<file path="config.mk">
export PLATFORM = sky130hd
export DESIGN_NAME = uart_rx_sampler
export DESIGN_NICKNAME = d
export VERILOG_FILES = /design/src/rtl/uart_pkg.sv /design/src/rtl/rx_sync.sv /design/src/rtl/uart_rx_sampler.sv
export SDC_FILE = /design/constraint.sdc
export NUM_CORES = 1
export LEC_CHECK = 0
export BUFFER_PORTS_ARGS = -buffer_cell sky130_fd_sc_hd__buf_2
export CAP_MARGIN = 20
export CORE_MARGIN = 5
export CORE_UTILIZATION = 62
export CTS_CLUSTER_SIZE = 40
export DETAILED_ROUTE_END_ITERATION = 10
export MAX_ROUTING_LAYER = met4
export PLACE_DENSITY = 0.83
export SLEW_MARGIN = 20
export SYNTH_ARGS = -nofsm -noshare
export SYNTH_HDL_FRONTEND = slang
export SYNTH_SLANG_ARGS = --single-unit
</file>
<file path="constraint.sdc">
create_clock -name clk -period 5.2 [get_ports clk]
set_input_delay 0.52 -clock clk [delete_from_list [all_inputs] [get_ports clk]]
set_output_delay 0.52 -clock clk [all_outputs]
set_load 0.05 [all_outputs]
</file>
<file path="src/rtl/uart_pkg.sv">
// Shared definitions for the UART receive sampler: FSM encoding, default
// oversampling/parity settings and the 3-sample majority helper.
package uart_pkg;

  typedef enum logic [2:0] {
    StIdle,
    StStart,
    StData,
    StParity,
    StStop,
    StBreak
  } rx_state_e;

  localparam int unsigned OVERSAMPLE_DEFAULT = 16;
  localparam bit          PARITY_EN_DEFAULT  = 1'b1;
  localparam bit          PARITY_ODD_DEFAULT = 1'b0;

  function automatic logic maj3(input logic a, input logic b, input logic c);
    return (a & b) | (a & c) | (b & c);
  endfunction

endpackage

</file>
<file path="src/rtl/rx_sync.sv">
// Two-flop synchronizer for the serial line plus a falling-edge detector
// whose history flop advances only on i_en, so edges are seen at tick rate.
module rx_sync (
  input  logic clk,
  input  logic rst,
  input  logic i_en,
  input  logic i_rx,
  output logic o_rx,
  output logic o_fall
);

  logic r_meta;
  logic r_sync;
  logic r_prev;

  always_ff @(posedge clk or negedge rst) begin
    if (!rst) begin
      r_meta <= 1'b1;
      r_sync <= 1'b1;
      r_prev <= 1'b1;
    end else begin
      r_meta <= i_rx;
      r_sync <= r_meta;
      if (i_en) r_prev <= r_sync;
    end
  end

  assign o_rx   = r_sync;
  assign o_fall = r_prev & ~r_sync;

endmodule

</file>
<file path="src/rtl/uart_rx_sampler.sv">
// Oversampling UART receiver: majority-votes three mid-bit samples per bit,
// checks optional parity and the stop bit, and parks in BREAK on a low stop.
module uart_rx_sampler
  import uart_pkg::*;
#(
  parameter int unsigned OVERSAMPLE = OVERSAMPLE_DEFAULT,
  parameter bit          PARITY_EN  = PARITY_EN_DEFAULT,
  parameter bit          PARITY_ODD = PARITY_ODD_DEFAULT
) (
  input  logic       clk,
  input  logic       rst,
  input  logic       baud_tick,
  input  logic       Rx,
  output logic [8:0] frame,
  output logic       frame_valid,
  output logic       parity_err,
  output logic       framing_err,
  output logic       busy
);

  localparam int unsigned CW = (OVERSAMPLE > 4) ? $clog2(OVERSAMPLE) : 2;
  localparam logic [CW-1:0] C_S0   = CW'(OVERSAMPLE / 2 - 1);
  localparam logic [CW-1:0] C_S1   = CW'(OVERSAMPLE / 2);
  localparam logic [CW-1:0] C_S2   = CW'(OVERSAMPLE / 2 + 1);
  localparam logic [CW-1:0] C_LAST = CW'(OVERSAMPLE - 1);

  logic w_rx;
  logic w_fall;

  rx_sync u_rx_sync (
    .clk    (clk),
    .rst    (rst),
    .i_en   (baud_tick),
    .i_rx   (Rx),
    .o_rx   (w_rx),
    .o_fall (w_fall)
  );

  rx_state_e     r_state, w_state_nxt;
  logic [CW-1:0] r_cnt, w_cnt_nxt;
  logic [2:0]    r_bit, w_bit_nxt;
  logic [1:0]    r_v, w_v_nxt;
  logic [7:0]    r_shift, w_shift_nxt;
  logic          r_par, w_par_nxt;
  logic [8:0]    r_frame, w_frame_nxt;
  logic          r_perr, w_perr_nxt;
  logic          r_fv, w_fv_nxt;
  logic          r_ferr, w_ferr_nxt;
  logic          r_busy;
  logic          w_vote;
  logic          w_vote_pt;

  // The third sample is taken live at the vote point rather than stored.
  assign w_vote    = maj3(r_v[0], r_v[1], w_rx);
  assign w_vote_pt = (r_cnt == C_S2);

  always_comb begin
    w_state_nxt = r_state;
    w_cnt_nxt   = r_cnt;
    w_bit_nxt   = r_bit;
    w_v_nxt     = r_v;
    w_shift_nxt = r_shift;
    w_par_nxt   = r_par;
    w_frame_nxt = r_frame;
    w_perr_nxt  = r_perr;
    w_fv_nxt    = 1'b0;
    w_ferr_nxt  = 1'b0;

    if (baud_tick) begin
      w_cnt_nxt = (r_cnt == C_LAST) ? '0 : r_cnt + CW'(1);
      if (r_cnt == C_S0) w_v_nxt[0] = w_rx;
      if (r_cnt == C_S1) w_v_nxt[1] = w_rx;

      unique case (r_state)
        StIdle: begin
          w_cnt_nxt = '0;
          w_bit_nxt = '0;
          if (w_fall) w_state_nxt = StStart;
        end
        StStart: begin
          if (w_vote_pt && w_vote) begin
            w_state_nxt = StIdle;
            w_cnt_nxt   = '0;
          end else if (r_cnt == C_LAST) begin
            w_state_nxt = StData;
          end
        end
        StData: begin
          if (w_vote_pt) w_shift_nxt = {w_vote, r_shift[7:1]};
          if (r_cnt == C_LAST) begin
            w_bit_nxt = r_bit + 3'd1;
            if (r_bit == 3'd7) w_state_nxt = PARITY_EN ? StParity : StStop;
          end
        end
        StParity: begin
          if (w_vote_pt) w_par_nxt = w_vote;
          if (r_cnt == C_LAST) w_state_nxt = StStop;
        end
        StStop: begin
          if (w_vote_pt) begin
            w_cnt_nxt = '0;
            if (w_vote) begin
              w_fv_nxt    = 1'b1;
              w_frame_nxt = {(PARITY_EN ? r_par : 1'b0), r_shift};
              w_perr_nxt  = PARITY_EN ? (^r_shift ^ r_par ^ PARITY_ODD) : 1'b0;
              w_state_nxt = w_fall ? StStart : StIdle;
            end else begin
              w_ferr_nxt  = 1'b1;
              w_state_nxt = StBreak;
            end
          end
        end
        StBreak: begin
          w_cnt_nxt = '0;
          if (w_rx) w_state_nxt = StIdle;
        end
        default: begin
          w_state_nxt = StIdle;
          w_cnt_nxt   = '0;
        end
      endcase
    end
  end

  always_ff @(posedge clk or negedge rst) begin
    if (!rst) begin
      r_state <= StIdle;
      r_cnt   <= '0;
      r_bit   <= '0;
      r_v     <= 2'b11;
      r_shift <= '0;
      r_par   <= 1'b0;
      r_frame <= '0;
      r_perr  <= 1'b0;
      r_fv    <= 1'b0;
      r_ferr  <= 1'b0;
      r_busy  <= 1'b0;
    end else begin
      r_state <= w_state_nxt;
      r_cnt   <= w_cnt_nxt;
      r_bit   <= w_bit_nxt;
      r_v     <= w_v_nxt;
      r_shift <= w_shift_nxt;
      r_par   <= w_par_nxt;
      r_frame <= w_frame_nxt;
      r_perr  <= w_perr_nxt;
      r_fv    <= w_fv_nxt;
      r_ferr  <= w_ferr_nxt;
      r_busy  <= (w_state_nxt != StIdle);
    end
  end

  assign frame       = r_frame;
  assign frame_valid = r_fv;
  assign parity_err  = r_perr;
  assign framing_err = r_ferr;
  assign busy        = r_busy;

endmodule

</file>
Word-level counts from Yosys, hierarchy flattened
Index checks and enable logic that the tools add are counted. Widths: inputs -> output; s select.

Bitwise operators: 8. Multiplexer cells: 26. Equality and inequality tests: 11. Add/sub/neg operators: 2. Reductions and logical operators: 12.

Operators with widths (count): $mux 3 (11); $pmux 3 s6 (1); $eq 4x4->1 const B (3); $mux 4 (3); $pmux 4 s3 (1); $eq 3x3->1 const B (3); $mux 1 (9); $reduce_and 3->1 (3); $reduce_xor 8->1 (1); $eq 3x2->1 const B (2); $pmux 3 s2 (1); $add 4x1->4 const B (1); $and 1x1->1 (4); $eq 4x3->1 const B (1); $reduce_and 2->1 (2); $reduce_and 4->1 (1); $add 3x1->3 const B (1); $eq 3x1->1 const B (1); $logic_not 3->1 (1); $reduce_bool 3->1 (1); $ne 2x2->1 const B (1); $or 1x1->1 (2); $reduce_bool 2->1 (1); $reduce_or 2->1 (1); other kinds (3) (3).

Flip-flop bits (word level): 37. Output and inout port bits: 13. Logic and storage cells: 74.

Logic depth before layout (Yosys ltp)
Gate-level depths: netlist of the first run.

Depth after elaboration: 8. Mapped depth: 7.

Modules after synthesis
A second synthesis of the first run with hierarchy kept.

Cells, all modules: 148. Area, all modules: 1825.5 um2.

By module, submodules not included: uart_rx_sampler (sequential area each 853.3 um2, cells an instance 143, area each 1725.4 um2, times used 1); rx_sync (sequential area each 78.8 um2, cells an instance 5, area each 100.1 um2, times used 1).

Least setup slack after synthesis of the first run
Ideal clock, no wire load.

Path type: reg-to-reg. From: reg r_cnt[0]. To: reg r_busy, in the netlist busy. Arrival: 1.776 ns. Setup time: 0.131 ns. Clock period less this slack: 1.907 ns. Buffers on the path: 0. Slack: 3.293 ns. Cell stages (with the launch flop): 7. Cell sequence: dfrtp_1 -> ha_1 -> and3b_1 -> and3_1 -> a211o_1 -> a32o_1 -> or3_1.

Longest elaborated chain between the ends: 6. Elaborated cells on any way between the ends: 11. Classes of those cells: 2 x eq/ne; 7 x mux; 2 x reduce/logical.

RTL lines: start, declared (line uart_rx_sampler.sv:40) `logic [CW-1:0] r_cnt, w_cnt_nxt;`; start signal, assigned (line uart_rx_sampler.sv:140) `r_cnt <= w_cnt_nxt;`; $eq 4x4->1 (on tied branches); $mux 3 / $logic_and 1x1->1 (equally long branches) (line uart_rx_sampler.sv:84, uart_rx_sampler.sv:81); $mux 3 (line uart_rx_sampler.sv:81) `if (w_vote_pt && w_vote) begin`; $pmux 3 s6 (*) (line uart_rx_sampler.sv:74) `unique case (r_state)`; $mux 3 (*) (line uart_rx_sampler.sv:69) `if (baud_tick) begin`; net w_state_nxt[0] (line uart_rx_sampler.sv:39) `rx_state_e r_state, w_state_nxt;`; $reduce_bool 3->1 (*) (line uart_rx_sampler.sv:149) `r_busy <= (w_state_nxt != StIdle);`; end signal, assigned (line uart_rx_sampler.sv:149); end, declared (line uart_rx_sampler.sv:49) `logic r_busy;`.

The timed path passes the listed nets; every way through them passes the cells marked *. A chain may end at the register's enable or synchronous reset.

Worst setup path after layout of the first run
From: reg r_cnt[1]. To: reg r_busy, in the netlist busy.

The elaborated chain is that of the path after synthesis.

==> parameters.txt, run 1 <==
Parameter                              Value

Placement
  Worst setup timing slack at the placement stage    3.055 ns
  Final GP Congestion    about 0.92
  Post-detail-place hpwl    2166 µm
  IO buf count    16

Route
  Wirelength, routed    3064 µm
  Routed wl met2    about 1500 µm
  Antenna Nets Post-Route    0
  Post-route DRC violation count    0
  M1 WL    1427 µm
  TritonRoute pass-1 iters    4
  Routed via count divided by cell count    around 5.8
  Routed len/inst    15.17 µm
  Vias after detailed routing    around 1200
  Count of routing violations after the opening detailed-route iteration    roughly 60
  Top routing layer used    met4
  Routed wl met3    128 µm

STA
  Final-report hold violation count    0
  Fraction of the cycle the final worst path needs    0.4024
  Final clock skew    0.008616 ns
  Unrepaired setup endpoints after global routing    false
  Top achievable clock speed    477.9 MHz
  Setup violation total in the final timing report    0
  Clock period minus final worst setup slack    2.093 ns
  Setup WS post-layout    3.107 ns
  Sum of negative setup slack    0 ns
  Fin. max-slew vios    0
  Max-slew headroom at the worst pin    0.4842
  Slew at the pin closest to its max-slew limit    0.7737 ns
  Fin Hold WS    between 0.2 and 0.25 ns

Clock tree
  Inserted Clock Buffers    5
  Setup repair bufs after CTS    0
  CTS sink count    37
  Post_cts resized    0
  CTS tree    done
  Number of buffers on the longest clock path    2
  CTS clock-pin slew for the worst setup and hold paths    0.11 ns
  Source-to-sink clock delay at the later pin of the worst-skew pair    approximately 0.34 ns
  Clock root buffer    sky130_fd_sc_hd__clkbuf_4
  Count of hold-fix buffers inserted at cts    0
  Level count of the clock H-tree    2

Synth
  Commonest cells in the synthesized netlist    32 x sky130_fd_sc_hd__dfrtp_1, 21 x sky130_fd_sc_hd__mux2_2, 13 x sky130_fd_sc_hd__nand2_1, 9 x sky130_fd_sc_hd__o21ai_0
  Number of instances in the synthesized netlist    152
  Cell type with the largest total area after synthesis    sky130_fd_sc_hd__dfrtp_1
  Net count after synthesis    161
  Mean post-synth cell area    11.59 µm²
  Sequential cell area fraction in the yosys report    0.5291
  EDFF count, synth    0
  Count of warnings emitted by yosys    0
  Dominant cell by count in the synthesized netlist    sky130_fd_sc_hd__dfrtp_1
  #FFs+latches synth    37
  Number of distinct library cell variants in the gate-level netlist after synthesis    41
  Share of synthesized registers carrying an async set or reset    1.000
  Netlist area before placement    around 0.0018 mm²
  Ys flop type    sky130_fd_sc_hd__dfrtp_1
  Post-synth top area share    0.4545
  Cell types occupying the most area after synthesis    sky130_fd_sc_hd__dfrtp_1 45%, sky130_fd_sc_hd__mux2_2 13%, sky130_fd_sc_hd__dfstp_2 7.5%, sky130_fd_sc_hd__ha_1 3.6%, sky130_fd_sc_hd__xnor2_1 3.5%

Floorplan
  Core region area    0.002734 mm²
  Area of the die    around 0.004 mm²
  Number of top-level design ports    17
  Die Ht    63.31 µm
  Starting density of the core    0.6444
  Die boundary width    63.31 µm
  Total number of placement rows    19

Job
  Max_cap viols    0

Cells and area
  Ratio of cells with drive above 1 in the final layout    0.3099
  Multi-input logic area    782.0 µm²
  Post-synthesis to final-layout area growth    11.58%
  Number of nets in the layout    roughly 180
  Count of filler cells inserted in the layout    about 190
  ANT cells    0
  Sequential standard cell area    932.1 µm²

Power
  Leakage    0.0009631 µW
  Worst-case vdd ir drop    0.3031 mV
  Overall power consumption    a little under 800 µW
  Total power density per cell area    397.1 mW/mm²

Worst setup path
  Type of origin of the critical path    flop
  Signal arrival time at the worst endpoint    2.33 ns
  CP required    approximately 5.4 ns
  Reg2reg path depth    7
  Startpoint of the worst register-to-register path    r_cnt[1]
  Maximum fanout along the worst path    4
  Category of the most critical setup path    reg2reg
  Worst reg2reg endpoint    busy
  Kind of capture point of the worst setup path    flop
  Register-to-register path setup slack    between 3 and 4 ns

Global routing
  Wire length of the first global-routing pass    5754 µm
  Total global-route track usage    0.1828
  Initial antenna violation count    0
  Via count of the first global-routing pass    1254
  Maximum number of pins on one net before global-route repair    38
  Congestion Overflow GR    0

Status
  Outcome    finished clean

Worst hold path
  Hold WC Path Type    in2async
power by group:
| part | switching, µW | leakage [µW] | internal (µW) |
|---|---|---|---|
| clock network | 95.9 | 0.0000558 | 151 |
| logic | 94.4 | 0.000421 | 69.8 |
| registers | 43.5 | 0.000486 | 326 |
| total | 234 | 0.000963 | 547 |
cell usage in the layout (no fill, tap or decap), types with 5 or more instances in the layout:
| master | count |
|---|---|
| sky130_fd_sc_hd__buf_2 | 16 |
| sky130_fd_sc_hd__clkbuf_4 | 5 |
| sky130_fd_sc_hd__dfrtp_1 | 32 |
| sky130_fd_sc_hd__dfstp_2 | 5 |
| sky130_fd_sc_hd__ha_1 | 5 |
| sky130_fd_sc_hd__inv_1 | 7 |
| sky130_fd_sc_hd__mux2_2 | 21 |
| sky130_fd_sc_hd__nand2_1 | 13 |
| sky130_fd_sc_hd__nor2_1 | 5 |
| sky130_fd_sc_hd__o21ai_0 | 9 |
| sky130_fd_sc_hd__xnor2_1 | 7 |
final cells by class:
cell class                      instances  share of cell area
Multi-Input combinational cell        103              0.3978
Sequential cell                        37              0.4742
Inverter                                7             0.01337
Clock inverter                          3             0.03501
Tap cell                               31             0.01973
Clock buffer                            5             0.01910
Timing Repair Buffer                   16             0.04074
state kept, by name, indices dropped and copies added, names as in the netlist:
signal	cells
frame	9
r_shift	8
r_cnt	4
r_bit	3
r_state	3
r_v	2
busy	1
frame_valid	1
framing_err	1
parity_err	1
r_par	1
u_rx_sync.o_rx	1
u_rx_sync.r_meta	1
u_rx_sync.r_prev	1
through the flow:
step	utilization	std cells	instance area [µm²]
floorplan	-	152	1762
global placement	0.6801	194	1859
detailed placement	0.6801	194	1859
CTS	0.7190	202	1966
global route	0.7190	202	1966
finish	0.7190	202	1966
worst max-delay path by stage:
| stage | start | to | slack (ns) | depth (start not counted) |
|---|---|---|---|---|
| global route | r_state[0] | frame[4] | 2.99 | 3 |
| finish | r_cnt[1] | busy | 3.11 | 7 |
| global placement | baud_tick | r_shift[2] | 3.15 | 4 |
| CTS | r_cnt[1] | busy | 3.13 | 7 |
| floorplan | r_cnt[0] | busy | 3.29 | 6 |
| detailed placement | baud_tick | r_shift[0] | 3.06 | 4 |
worst max-delay path, cell delays in order (launching register included):
cell and delay (ns):
sky130_fd_sc_hd__dfrtp_1 0.37, sky130_fd_sc_hd__inv_1 0.09, sky130_fd_sc_hd__ha_1 0.21, sky130_fd_sc_hd__and3b_1 0.21, sky130_fd_sc_hd__and3_1 0.18, sky130_fd_sc_hd__a211o_1 0.29
sky130_fd_sc_hd__a32o_1 0.27, sky130_fd_sc_hd__or3_1 0.37
kinds of logic after synthesis:
family / count (synthesis) / share of synthesized area
compound gates: 26 / 0.09802
xor+xnor: 8 / 0.03977
fa+ha+maj: 6 / 0.04119
mux: 21 / 0.1342
buf+inv: 12 / 0.02699
flops: 37 / 0.5291
simple gates: 42 / 0.1307
metal layers:
metal | GRT usage | vias to the layer above
li1 | - | 579
met1 | 0.2352 | 563
met2 | 0.2833 | 24
met3 | 0.03908 | 7
met4 | 0.07273 | 0
met5 | - | -
No activity file was read; power rests on OpenSTA's default activity.
==> run 2, diff against run 1 <==
- CORE_UTILIZATION: 62 -> 52
- PLACE_DENSITY: 0.83 -> 0.74
- clock period: 5.2 -> 1.8 ns (I/O delays scaled with it)
==> parameters.txt, run 2 (same netlist as run 1, synthesis figures left out) <==
Parameter                              Value

Cells and area
  Count of filler cells inserted in the layout    between 200 and 300
  Post-synthesis to final-layout area growth    21.09%
  Commonest cells after routing, fill and taps aside    31 x sky130_fd_sc_hd__dfrtp_1, 21 x sky130_fd_sc_hd__mux2_2, 17 x sky130_fd_sc_hd__buf_4
  Number of flip-flops under the largest register name    9
  Leading cell type in the layout, fill and taps excluded    sky130_fd_sc_hd__dfrtp_1
  Share of the core filled with cells in the final layout    0.6444
  Number of nets in the layout    199
  Non-filler instance count after layout    237
  Ratio of cells with drive above 1 in the final layout    0.3927
  ANT cells    0

STA
  Fraction of the cycle the final worst path needs    1.024
  Top achievable clock speed    between 500 and 600 MHz
  Slew at the pin closest to its max-slew limit    slightly below 0.8 ns
  Fin. max-slew vios    0
  Unrepaired setup endpoints after global routing    true
  Fin Hold WS    0.1931 ns
  Clock period minus final worst setup slack    1.844 ns
  Setup violation total in the final timing report    1
  Final-report hold violation count    0
  Setup WS post-layout    -0.04377 ns
  Sum of negative setup slack    -0.04377 ns
  Final clock skew    0.005296 ns
  Max-slew headroom at the worst pin    0.4726

Placement
  Worst setup timing slack at the placement stage    -0.02593 ns
  IO buf count    16
  Post-detail-place hpwl    2639 µm
  Final GP Congestion    0.8209
  Placed Cells incl. Taps    227

Floorplan
  Die boundary width    68.21 µm
  Starting density of the core    0.5321
  Number of top-level design ports    17
  Area of the die    approximately 0.0047 mm²
  Core region area    around 0.0033 mm²
  Total number of placement rows    21
  Die Ht    approximately 68 µm

Worst setup path
  Type of origin of the critical path    flop
  Reg2reg path depth    7
  Critical path launch point    r_cnt[1]
  Signal arrival time at the worst endpoint    approximately 2.1 ns
  Kind of capture point of the worst setup path    flop
  Startpoint of the worst register-to-register path    r_cnt[1]
  Maximum fanout along the worst path    2
  Register-to-register path setup slack    -0.04 ns
  Category of the most critical setup path    reg2reg
  Worst reg2reg endpoint    busy
  CP required    ~2 ns

Worst hold path
  Hold WC Path Type    in2reg
  Worst hold path depth    2
  Hold Crit Endpoint    r_state[2]
  Hold path startpoint    baud_tick

Global routing
  Total global-route track usage    0.1912
  Met1 Resource Use GR    0.2370
  Via count of the first global-routing pass    1331
  Initial antenna violation count    0
  Congestion Overflow GR    0
  GR Util met3    0.05255
  Maximum number of pins on one net before global-route repair    38
  Routing layer with the top usage in global route    met2
  Met2 Track Usage GR    0.2804
  Wire length of the first global-routing pass    6203 µm

Clock tree
  Level count of the clock H-tree    2
  Setup repair bufs after CTS    0
  CTS clock-pin slew for the worst setup and hold paths    0.11 ns
  Clock root buffer    sky130_fd_sc_hd__clkbuf_4
  Inserted Clock Buffers    5
  Number of buffers on the longest clock path    2
  Source-to-sink clock delay at the later pin of the worst-skew pair    0.33 ns
  CTS sink count    37
  CTS tree    done

Power
  Total power density per cell area    1079 mW/mm²
  Leakage    0.001048 µW
  Worst-case vdd ir drop    0.6322 mV

Route
  Wirelength, routed    3594 µm
  Routed len/inst    15.16 µm
  Antenna Nets Post-Route    0
  Post-route DRC violation count    0
  TritonRoute pass-1 iters    4
  Routed via count divided by cell count    5.540
  Vias after detailed routing    1313
  Count of routing violations after the opening detailed-route iteration    69

Status
  Outcome    finished, violations left
  Failing checks    negative setup slack

Job
  Max_cap viols    0
run 2: cell types whose count changed in the layout (fill, tap and decap cells not counted), sizes merged:
cell	change
buf	+18
bufinv	-1
clkbuf	+2
dlygate4sd3	+2
inv	-1
run 2: how the worst max path moves through the flow:
stage                 to  slack, ns  cells past startpoint
detailed placement  busy      -0.03                      6
finish              busy      -0.04                      7
global route        busy      -0.11                      6
CTS                 busy      -0.05                      6
global placement    busy       0.02                      6
floorplan           busy      0.009                      6
run 2: cell type report:
type,instances,area (µm²),share of cell area
Sequential cell,37,933.4,0.4375
Multi-Input combinational cell,103,792.0,0.3713
Timing Repair Buffer,36,239.0,0.1120
Tap cell,46,57.56,0.02698
Clock buffer,7,55.05,0.02581
Clock inverter,1,30.03,0.01408
Inverter,7,26.28,0.01232
run 2: what timing repair did:
item | 4_1_cts | 5_1_grt
gates cloned | 0 | 0
gates resized for setup | 0 | 4
hold buffers | 2 | 0
setup endpoints to repair | 1 | 14
hold endpoints to repair | 33 | 0
pin swaps | 0 | 0
run 2: power breakdown:
part           switching [µW]  leakage, µW  internal (µW)  total, µW
sequential               90.6     0.000485            943       1030
combinational             348     0.000518            327        675
clock                     262    0.0000455            332        594
run 2: critical path, cell delays in order, from the launching register on:
cell and delay [ns]:
sky130_fd_sc_hd__dfrtp_1 0.38, sky130_fd_sc_hd__inv_2 0.05, sky130_fd_sc_hd__ha_2 0.18, sky130_fd_sc_hd__and3b_1 0.17
sky130_fd_sc_hd__and3_1 0.14, sky130_fd_sc_hd__a211o_1 0.25, sky130_fd_sc_hd__a32o_1 0.27, sky130_fd_sc_hd__or3_1 0.30
run 2: metrics by stage:
step / power, µW / cell area [µm²]
final: 2302 / 2133
after global routing: 2449 / 2133
after CTS: 2310 / 2121
after detailed placement: 1705 / 2016
after global placement: 1667 / 2016
after floorplan: 1417 / 1764
run 2: metal layers:
metal	wire, µm	part of all wire	up-vias
met1	1655	0.46	637
met5	0	0	-
met2	1658	0.46	36
met4	119	0.033	0
met3	161	0.045	13
li1	-	-	627
==> run 3, diff against run 2 <==
- CELL_PAD_IN_SITES_DETAIL_PLACEMENT: default -> 1
- CELL_PAD_IN_SITES_GLOBAL_PLACEMENT: default -> 2
- CORE_UTILIZATION: 52 -> 35
- PLACE_DENSITY: 0.74 -> default
- PLACE_DENSITY_LB_ADDON: default -> 0.1
==> parameters.txt, run 3 (same netlist as run 1, synthesis figures left out) <==
Parameter                              Value

Worst setup path
  Critical path launch point    r_cnt[0]
  Signal arrival time at the worst endpoint    about 2.0 ns
  Worst path cell trace    ha_4 > and3b_1 > and3_1 > a211o_1 > a32o_1 > or3_1
  Maximum fanout along the worst path    3
  Startpoint of the worst register-to-register path    r_cnt[0]
  Max incr delay on CP    0.43 ns
  Crit-path slowest cell    sky130_fd_sc_hd__dfrtp_1
  Kind of capture point of the worst setup path    flop
  Type of origin of the critical path    flop
  CP required    1.96 ns
  Category of the most critical setup path    reg2reg

Floorplan
  Starting density of the core    0.3657
  Die boundary width    80.95 µm
  Number of top-level design ports    17
  Core region area    0.004817 mm²
  Die Ht    80.95 µm
  Area of the die    0.006552 mm²
  Total number of placement rows    25

Power
  Leakage    0.001050 µW
  Switching pwr    742.5 µW
  Combinational group share of total power    0.288
  Overall power consumption    2307 µW
  Clock Power Share    0.262
  Worst-case vdd ir drop    ~0.59 mV
  Total internal power    1564 µW
  Net switching fraction of the power    0.3219
  Sequential cell fraction of total power    0.450
  Total power density per cell area    1065 mW/mm²

Worst hold path
  Hold path startpoint    baud_tick
  Hold WC Path Type    in2reg

Clock tree
  Number of buffers on the longest clock path    2
  Inserted Clock Buffers    5
  CTS tree    done
  Level count of the clock H-tree    2
  Source-to-sink clock delay at the later pin of the worst-skew pair    0.28 ns
  Clock root buffer    sky130_fd_sc_hd__clkbuf_8
  CTS clock-pin slew for the worst setup and hold paths    ~0.070 ns
  Setup repair bufs after CTS    0
  CTS sink count    37

Cells and area
  Ratio of cells with drive above 1 in the final layout    0.3842
  Number of flip-flops under the largest register name    9
  Sequential standard cell area    932.1 µm²
  Post-synthesis to final-layout area growth    22.94%
  Commonest cells after routing, fill and taps aside    32 x sky130_fd_sc_hd__dfrtp_1, 21 x sky130_fd_sc_hd__mux2_2, 16 x sky130_fd_sc_hd__buf_2, 16 x sky130_fd_sc_hd__buf_4, 13 x sky130_fd_sc_hd__nand2_1
  ANT cells    0
  Multi-input logic area    795.8 µm²
  Leading cell type in the layout, fill and taps excluded    sky130_fd_sc_hd__dfrtp_1
  Count of filler cells inserted in the layout    564
  Number of nets in the layout    between 150 and 200

STA
  Slew at the pin closest to its max-slew limit    about 0.47 ns
  Fin. max-slew vios    0
  Setup violation total in the final timing report    2
  Top achievable clock speed    545.6 MHz
  Final-report hold violation count    0
  Fraction of the cycle the final worst path needs    1.018
  Clock period minus final worst setup slack    1.833 ns
  Final clock skew    about 0.0058 ns
  Setup WS post-layout    -0.03295 ns
  Max-slew headroom at the worst pin    0.6881
  Unrepaired setup endpoints after global routing    true

Global routing
  Wire length of the first global-routing pass    6762 µm
  Initial antenna violation count    0
  Congestion Overflow GR    0
  Maximum number of pins on one net before global-route repair    38
  Via count of the first global-routing pass    1359
  Total global-route track usage    0.1394

Route
  Antenna Nets Post-Route    0
  TritonRoute pass-1 iters    4
  Post-route DRC violation count    0
  Wirelength, routed    3878 µm
  Vias after detailed routing    1274
  Routed via count divided by cell count    between 4 and 5
  Routed len/inst    15.09 µm
  Count of routing violations after the opening detailed-route iteration    56

Placement
  Post-detail-place hpwl    2871 µm
  Final GP Congestion    0.9210
  Worst setup timing slack at the placement stage    -0.03859 ns
  IO buf count    16

Status
  Failing checks    negative setup slack
  Outcome    finished, violations left

Job
  Max_cap viols    0
run 3: final cells by class:
| cell class | count | share of cell area |
|---|---|---|
| Clock buffer | 6 | 0.03813 |
| Clock inverter | 2 | 0.006355 |
| Inverter | 7 | 0.01213 |
| Multi-Input combinational cell | 103 | 0.3674 |
| Sequential cell | 37 | 0.4304 |
| Tap cell | 67 | 0.03871 |
| Timing Repair Buffer | 35 | 0.1069 |
run 3: routing by layer:
layer	track usage	vias to the layer above	share of wire
met5	-	-	0
met4	0.03547	0	0.010
met3	0.03437	7	0.031
met2	0.2102	25	0.47
met1	0.1879	622	0.48
li1	-	620	-
run 3: critical path: cells and delay by family, from the launching register on:
kind	cells	cell delay, ns
and+or+nand+nor	3	0.60
AOI/OAI and AO/OA	2	0.52
DFF	1	0.43
adders and majority gates	1	0.17
run 3: what timing repair did:
action                                 4_1_cts  5_1_grt
endpoints found under the hold margin       33        0
gates resized for setup                      1        3
pin swaps                                    1        1
hold buffers                                 2        0
setup endpoints to repair                    5       16
run 3: final timing paths:
path                                   to  slack, ns  cells past startpoint
hold reg to reg            u_rx_sync.o_rx       0.36                      0
max in group asynchronous  u_rx_sync.o_rx       0.98                      3
hold / removal                   r_cnt[0]       0.33                      3
min in group asynchronous        r_cnt[3]       0.47                      3
setup reg to reg                     busy      -0.03                      6
setup / recovery                     busy      -0.03                      6
run 3: stage by stage:
stage	std cells	hold WS (ns)	utilization	TNS, ns	cell area, µm²
3_3_place_gp	247	0.2466	0.4223	0	2034
3_5_place_dp	247	0.2587	0.4223	-0.03859	2034
2_1_floorplan	152	-0.1156	-	0	1764
5_1_grt	257	0.3389	0.4496	-0.4081	2166
6_report	257	0.3309	0.4496	-0.03572	2166
4_1_cts	257	0.3237	0.4486	-0.07852	2161
run 3: power by group through the flow:
stage               registers, µW  logic [µW]  clock network (µW)
floorplan                    1070         350                   0
global placement             1050         632                   0
detailed placement           1050         654                   0
CTS                          1040         666                 627
global route                 1060         736                 678
finish                       1040         665                 604
